### src/rtl/pwm_duty_meter.sv
// PWM duty-cycle demodulator: synchronises an asynchronous PWM input, measures
// the high time and period of each cycle and divides them into an unsigned
// duty fraction with a one-cycle valid strobe. Also flags stuck inputs and
// periods too short to measure.
module pwm_duty_meter #(
  parameter int unsigned CNT_W       = 16,
  parameter int unsigned DUTY_W      = 10,
  parameter int unsigned SYNC_STAGES = 2
) (
  input  logic              clk,
  input  logic              rst_n,
  input  logic              en,
  input  logic              pwm_in,
  output logic [DUTY_W-1:0] duty,
  output logic              duty_valid,
  output logic [CNT_W-1:0]  period,
  output logic              stuck_hi,
  output logic              stuck_lo,
  output logic              short_err,
  output logic              busy
);

  localparam logic [CNT_W-1:0]  CntMax   = '1;
  localparam logic [DUTY_W-1:0] DutyMax  = '1;
  localparam logic [CNT_W-1:0]  ShortLim = CNT_W'(DUTY_W + 2);
  localparam int unsigned       IterW    = $clog2(DUTY_W + 1);

  localparam logic [1:0] StIdle    = 2'd0;
  localparam logic [1:0] StAcquire = 2'd1;
  localparam logic [1:0] StMeasure = 2'd2;

  logic [SYNC_STAGES-1:0] sync_q;
  logic                   s;
  logic                   s_d_q;
  logic                   edge_det;
  logic                   timeout;

  logic [1:0]        state_q, state_d;
  logic [CNT_W-1:0]  period_cnt_q, period_cnt_d;
  logic [CNT_W-1:0]  high_cnt_q, high_cnt_d;
  logic              busy_q, busy_d;
  logic [IterW-1:0]  iter_q, iter_d;
  logic [CNT_W-1:0]  rem_q, rem_d;
  logic [CNT_W-1:0]  den_q, den_d;
  // Holds the first DUTY_W-1 quotient bits; the last bit joins on completion.
  logic [DUTY_W-2:0] quo_q, quo_d;
  logic              clamp_q, clamp_d;
  logic [DUTY_W-1:0] duty_q, duty_d;
  logic [CNT_W-1:0]  period_q, period_d;
  logic              duty_valid_q, duty_valid_d;
  logic              stuck_hi_q, stuck_hi_d;
  logic              stuck_lo_q, stuck_lo_d;
  logic              short_err_q, short_err_d;

  logic [CNT_W:0]    rem_shift;
  logic              rem_ge;

  assign s        = sync_q[SYNC_STAGES-1];
  assign edge_det = s & ~s_d_q;
  // An edge in the same cycle as the timeout wins.
  assign timeout  = en && !edge_det && (state_q != StIdle) && (period_cnt_q == CntMax);

  assign rem_shift = {rem_q, 1'b0};
  assign rem_ge    = rem_shift >= {1'b0, den_q};

  // Input synchroniser and one-cycle-delayed copy for rising-edge detection.
  always_ff @(posedge clk or negedge rst_n) begin
    if (!rst_n) begin
      sync_q <= '0;
      s_d_q  <= 1'b0;
    end else begin
      sync_q <= {sync_q[SYNC_STAGES-2:0], pwm_in};
      s_d_q  <= s;
    end
  end

  // Next-state logic: FSM, counters, restoring divider and result registers.
  always_comb begin
    state_d      = state_q;
    period_cnt_d = period_cnt_q;
    high_cnt_d   = high_cnt_q;
    busy_d       = busy_q;
    iter_d       = iter_q;
    rem_d        = rem_q;
    den_d        = den_q;
    quo_d        = quo_q;
    clamp_d      = clamp_q;
    duty_d       = duty_q;
    period_d     = period_q;
    duty_valid_d = 1'b0;
    stuck_hi_d   = stuck_hi_q;
    stuck_lo_d   = stuck_lo_q;
    short_err_d  = 1'b0;

    if (!en) begin
      // Disable aborts any divide without a strobe; results hold, flags clear.
      state_d      = StIdle;
      period_cnt_d = '0;
      high_cnt_d   = '0;
      busy_d       = 1'b0;
      iter_d       = '0;
      stuck_hi_d   = 1'b0;
      stuck_lo_d   = 1'b0;
    end else begin
      if (busy_q) begin
        rem_d  = rem_ge ? CNT_W'(rem_shift - {1'b0, den_q}) : rem_shift[CNT_W-1:0];
        quo_d  = {quo_q[DUTY_W-3:0], rem_ge};
        iter_d = iter_q + IterW'(1);
        if (iter_q == IterW'(DUTY_W - 1)) begin
          busy_d       = 1'b0;
          duty_valid_d = 1'b1;
          duty_d       = clamp_q ? DutyMax : {quo_q, rem_ge};
          period_d     = den_q;
          stuck_hi_d   = 1'b0;
          stuck_lo_d   = 1'b0;
        end
      end

      case (state_q)
        StAcquire: begin
          if (edge_det) begin
            period_cnt_d = CNT_W'(1);
            high_cnt_d   = CNT_W'(1);
            state_d      = StMeasure;
          end else if (period_cnt_q != CntMax) begin
            period_cnt_d = period_cnt_q + CNT_W'(1);
          end
        end
        StMeasure: begin
          if (edge_det) begin
            period_cnt_d = CNT_W'(1);
            high_cnt_d   = CNT_W'(1);
            if (period_cnt_q < ShortLim) begin
              short_err_d = 1'b1;
            end else begin
              // Numerator H*2^DUTY_W: since H < P the top CNT_W quotient bits
              // are zero, so the partial remainder starts at H directly.
              busy_d  = 1'b1;
              iter_d  = '0;
              den_d   = period_cnt_q;
              clamp_d = high_cnt_q >= period_cnt_q;
              rem_d   = (high_cnt_q >= period_cnt_q) ? '0 : high_cnt_q;
              quo_d   = '0;
            end
          end else begin
            if (period_cnt_q != CntMax) begin
              period_cnt_d = period_cnt_q + CNT_W'(1);
            end
            if (s && (high_cnt_q != CntMax)) begin
              high_cnt_d = high_cnt_q + CNT_W'(1);
            end
          end
        end
        default: begin
          state_d      = StAcquire;
          period_cnt_d = '0;
          high_cnt_d   = '0;
        end
      endcase

      if (timeout) begin
        stuck_hi_d   = s;
        stuck_lo_d   = ~s;
        duty_d       = s ? DutyMax : '0;
        period_d     = CntMax;
        duty_valid_d = 1'b1;
        state_d      = StAcquire;
        period_cnt_d = '0;
        high_cnt_d   = '0;
      end
    end
  end

  // State and datapath registers.
  always_ff @(posedge clk or negedge rst_n) begin
    if (!rst_n) begin
      state_q      <= StIdle;
      period_cnt_q <= '0;
      high_cnt_q   <= '0;
      busy_q       <= 1'b0;
      iter_q       <= '0;
      rem_q        <= '0;
      den_q        <= '0;
      quo_q        <= '0;
      clamp_q      <= 1'b0;
      duty_q       <= '0;
      period_q     <= '0;
      duty_valid_q <= 1'b0;
      stuck_hi_q   <= 1'b0;
      stuck_lo_q   <= 1'b0;
      short_err_q  <= 1'b0;
    end else begin
      state_q      <= state_d;
      period_cnt_q <= period_cnt_d;
      high_cnt_q   <= high_cnt_d;
      busy_q       <= busy_d;
      iter_q       <= iter_d;
      rem_q        <= rem_d;
      den_q        <= den_d;
      quo_q        <= quo_d;
      clamp_q      <= clamp_d;
      duty_q       <= duty_d;
      period_q     <= period_d;
      duty_valid_q <= duty_valid_d;
      stuck_hi_q   <= stuck_hi_d;
      stuck_lo_q   <= stuck_lo_d;
      short_err_q  <= short_err_d;
    end
  end

  assign duty       = duty_q;
  assign duty_valid = duty_valid_q;
  assign period     = period_q;
  assign stuck_hi   = stuck_hi_q;
  assign stuck_lo   = stuck_lo_q;
  assign short_err  = short_err_q;
  assign busy       = busy_q;

endmodule

### config.mk
export PLATFORM = sky130hd
export DESIGN_NAME = pwm_duty_meter
export DESIGN_NICKNAME = d
export VERILOG_FILES = /design/src/rtl/pwm_duty_meter.sv
export SDC_FILE = /design/constraint.sdc
export NUM_CORES = 1
export LEC_CHECK = 0
export CAP_MARGIN = 5
export CELL_PAD_IN_SITES_DETAIL_PLACEMENT = 0
export CELL_PAD_IN_SITES_GLOBAL_PLACEMENT = 1
export CORE_MARGIN = 1.5
export CORE_UTILIZATION = 40
export DETAILED_ROUTE_END_ITERATION = 6
export GPL_TIMING_DRIVEN = 1
export PLACE_DENSITY = 0.7
export SYNTH_ARGS = -nofsm -noshare
export SYNTH_HDL_FRONTEND = slang
export SYNTH_SLANG_ARGS = --single-unit
### constraint.sdc
create_clock -name clk -period 4.8 [get_ports clk]
set_clock_uncertainty 0.05 [all_clocks]
set_input_delay 1.44 -clock clk [delete_from_list [all_inputs] [get_ports clk]]
set_output_delay 1.44 -clock clk [all_outputs]
set_load 0.01 [all_outputs]
* Yosys cells after proc, flatten, opt, wreduce, memory -nomap -nowiden
Index checks and enable logic that the tools add are counted.
Cells by class: add/subtract/negate cells 4, $lt $le $gt $ge 3, equality and inequality tests 12, multiplexer cells 58, bitwise operators 4, reductions and logical operators 14
Operators with widths (number):
- $mux 16 | 19
- $mux 10 | 5
- $mux 9 | 4
- $add 16x1->16 const B | 2
- $ne 16x16->1 const B | 2
- $pmux 16 s2 | 1
- $mux 1 | 20
- $mux 4 | 5
- $ge 17x16->1 | 1
- $eq 16x16->1 const B | 1
- $ge 16x16->1 | 1
- $lt 16x4->1 const B | 1
- $sub 16x16->16 | 1
- $mux 2 | 3
- $ne 3x1->1 const B | 2
- $reduce_and 2->1 | 3
- $reduce_bool 2->1 | 3
- $ne 5x2->1 const B | 1
- $ne 5x5->1 const B | 1
- $add 4x1->4 const B | 1
- $eq 4x4->1 const B | 1
- $logic_and 1x1->1 | 4
- $ne 4x4->1 const B | 1
- $pmux 2 s2 | 1
- 9 further kinds | 11
Storage, ports and cells: flip-flop bits (word level) 114, input port bits 4, output and inout port bits 31, logic and storage cells 112

* Logic depth before layout (Yosys ltp)
depth in word-level cells 8, depth in mapped cells 11, depth with buffers taken out 10

* Worst setup path after synthesis
OpenSTA, ideal clock, no wires.
kind input-to-reg, start point in en, end point reg high_cnt_q[10], library setup time 0.092 ns, data arrival time 3.061 ns, required time 4.658 ns, setup slack 1.597 ns, stages 9, path buffers 2, cells stage by stage nand2_1 or4_1 or3_4 nand2_2 nor3b_2 or2_1 buf_2 buf_6 o31ai_2
Between the ends: cells in the longest elaborated chain, start to end 5, elaborated cells between the ends (all ways) 8, those cells by class eq/ne (2); mux (2); reduce/logical (4)
RTL lines:
- start: declaration | RTL line 12 | input logic en,
- $logic_and 1x1->1 (3 in a row) | RTL line 61 | assign timeout = en && !edge_det && (state_q != StIdle) && (period_cnt_q == CntMax);
- $ne 5x5->1 (no source line), or another cell as far along
- $reduce_and 2->1 (no source line) or $mux 16 (tied branches)
- end signal: assignment | RTL line 195 | high_cnt_q <= high_cnt_d;
- end: declaration | RTL line 40 | logic [CNT_W-1:0] high_cnt_q, high_cnt_d;
Parallel ways exist; a longest one is shown, timed or not. A chain may end at the register's enable or synchronous reset.

* Worst setup path in the final report
start point in en, end point reg high_cnt_q[9]
The elaborated chain is that of the path after synthesis.

==> reports/qor.txt <==
total grt overflow -> 0
fmax -> 255 MHz
Initial Utilization -> 0.414
CTS tree -> built
crit-path max FO -> 21
DR pass1 iterations -> 5
CORE AREA -> 15300 µm²
post-synth top area share -> 0.450
Worst EP arrival -> 4.13 ns
CP Cell Sequence -> clkdlybuf4s50_1 -> nand2_1 -> or4_1 -> or3_4 -> nand2_2 -> nor3b_2 -> or2_1 -> o21ai_1
final WL -> 17500 µm
Area Growth Syn to Fin -> 18.1%
Inserted Clock Buffers -> 17
First DRT Iteration DRCs -> 519
synth cell count leaders -> dfrtp_1, nand2_1, nor2_1, inv_1, o21ai_0
crit path from -> en
stages on the worst setup path -> 8
Buf/Inv on CP -> 1
CTS root buffer -> clkbuf_16
syn nets -> 727
R2R depth -> 8
synthesized area per cell -> 9.28 µm²
ranking of synthesized cells by area -> dfrtp_1, ha_1, nand2_1
maximum vdd ir drop -> 239 µV
Lkg Pwr -> 3.23 nW
final hold vios -> 0
worst hold start -> sync_q[0]
crit start category -> input port
Pwr Density -> 322 nW/µm²
Mapped Cells -> 683
die area -> 16600 µm²
clock share of power -> 0.558
Crit path max-delay family -> simple AND/OR/NAND/NOR gates
Comb power frac -> 0.033
unique cell type count in the Yosys netlist -> 63
critical path capture point type -> register
Worst R2R Start -> high_cnt_q[1]
Mapped Area -> 6340 µm²
# DRC -> 0
HP Class -> register to register
Sw Pwr -> 0.509 mW
minimum clock period after layout -> 3.91 ns
Main synth FF type -> dfrtp_1
I/O pin total -> 35
Total GRT Usage -> 0.226
cts hold-fix bufs -> 0
status -> finished, final reports clean
layout cells sized above 1 -> 0.0690
Synth area leader -> dfrtp_1
last weighted congestion value of the routability-driven placer -> 0.882
Max Slew Vio Count -> 0
# setup viols final -> 0
Sw Ratio -> 0.211
EDFF count, synth -> 0
antenna violations before repair -> 0
Filler cells -> 1451
first-pass GRT wire length -> 28500 µm
post-route clock period utilization -> 0.815
wire per inst -> 18.7 µm
nets -> 756
worst-skew pair later-pin latency -> 0.42 ns
# diodes -> 0
Yosys warnings -> 0
vias in the first global route -> 5247
number of max-cap violations -> 0
CTS max path bufs -> 2
Internal -> 1.90 mW
ANT nets after route -> 0
Worst Setup Path Type -> input port to register
hold depth -> 0
area occupied by registers -> 2850 µm²
Worst EP required -> 5.02 ns
Sink Count -> 114
hold slack -> 0.297 ns
Die Wd -> 129 µm
unrepaired setup endpoints after global routing -> no
Post-DP HPWL -> 12500 µm
Post-CTS Setup Repair Bufs -> 0
design area -> 7480 µm²
Flop pwr share -> 0.409
port buffer count -> 34
vias per cell -> 5.69
largest net degree at the start of global routing -> 45
routed via count -> 5324
register area share after synthesis -> 0.450
die extent in y -> 129 µm
H-tree Lvls -> 4
Reg clk slew, reported paths -> 0.05 ns
post-cts resize count -> 0
multi-input logic area -> 3190 µm²
worst slew pin tran -> 1.13 ns
Area after DPL -> 6860 µm²
highest-delay cell along the critical path -> nor3b_2
setup TNS -> 0 ns
Yosys reg bits -> 114
row count -> 45
Async SR Flop Fraction -> 1.00
CP max stage delay -> 0.86 ns
count leader, synth -> dfrtp_1
headroom to the max-slew limit -> 0.242
## registers in the layout, summed over array words and instances (netlist names)
name,cells
busy,1
clamp_q,1
den_q,16
duty,10
duty_valid,1
high_cnt_q,16
iter_q,4
period,16
period_cnt_q,16
quo_q,9
rem_q,16
s_d_q,1
short_err,1
state_q,2
stuck_hi,1
stuck_lo,1
sync_q,2
## per-stage QoR
step | utilization | setup slack [ns] | std cells | power, mW
floorplan | - | 1.60 | 683 | 1.03
detailed placement | 0.448 | 0.528 | 904 | 1.08
global placement | 0.448 | 0.570 | 904 | 1.08
CTS | 0.489 | 0.955 | 936 | 2.43
finish | 0.489 | 0.886 | 936 | 2.41
global route | 0.489 | 0.688 | 936 | 2.48
## worst paths after layout
path | endpoint | slack (ns)
min reg2reg | sync_q[1] | 0.30
min in group asynchronous | quo_q[1] | 0.92
min | sync_q[1] | 0.30
max | high_cnt_q[9] | 0.89
max reg2reg | high_cnt_q[9] | 0.96
max in group asynchronous | period_cnt_q[1] | 2.85
## per-layer routing
metal / vias up / share of wire / track usage
met5: - / 0 / 0
met4: 0 / 0.020 / 0.0813
met3: 25 / 0.048 / 0.0499
met2: 160 / 0.44 / 0.334
met1: 2628 / 0.49 / 0.326
li1: 2511 / - / -
## kinds of logic after synthesis
family	after synthesis	share of synthesized area
buffers and inverters	75	0.0470
adders and majority gates	40	0.0802
and+or+nand+nor	237	0.179
AOI/OAI and AO/OA	186	0.200
muxes	2	0.00336
DFF	114	0.450
xor gates and xnor gates	29	0.0401
## power groups by stage
stage	logic [mW]	clock network, mW	registers (mW)
detailed placement	0.0820	0	1.00
global placement	0.0815	0	1.00
finish	0.0806	1.34	0.984
CTS	0.0825	1.36	0.984
global route	0.0907	1.41	0.985
floorplan	0.0322	0	1.00
## layout by cell type (no fill, tap or decap), types with 5 or more instances in the layout
master | synthesis | final
nand3_1 | 25 | 25
o21ai_1 | 22 | 22
dfrtp_1 | 114 | 114
o31ai_1 | 9 | 9
nand2_1 | 84 | 84
xor2_1 | 7 | 7
clkdlybuf4s50_1 | 0 | 33
inv_1 | 43 | 43
clkbuf_16 | 0 | 17
a222oi_1 | 8 | 8
nor2_1 | 48 | 48
and3_1 | 5 | 5
o21ai_0 | 41 | 41
nand2b_1 | 11 | 11
nor2b_1 | 14 | 13
ha_1 | 39 | 39
nor3_1 | 11 | 11
a21oi_1 | 24 | 24
o22ai_1 | 11 | 11
nor4_1 | 5 | 5
o21a_1 | 5 | 5
a31oi_1 | 5 | 5
o31ai_2 | 6 | 6
o22a_1 | 16 | 16
and2_1 | 5 | 5
nand4_1 | 13 | 13
buf_4 | 0 | 8
a21o_1 | 8 | 8
xnor2_1 | 22 | 22
## cell type report
class / count / area share
Clock buffer: 23 / 0.0625
Inverter: 44 / 0.0221
Clock inverter: 9 / 0.0206
Tap cell: 211 / 0.0353
Sequential cell: 114 / 0.381
Timing Repair Buffer: 41 / 0.0522
Multi-Input combinational cell: 494 / 0.426
(Power assumes the default switching activity.)
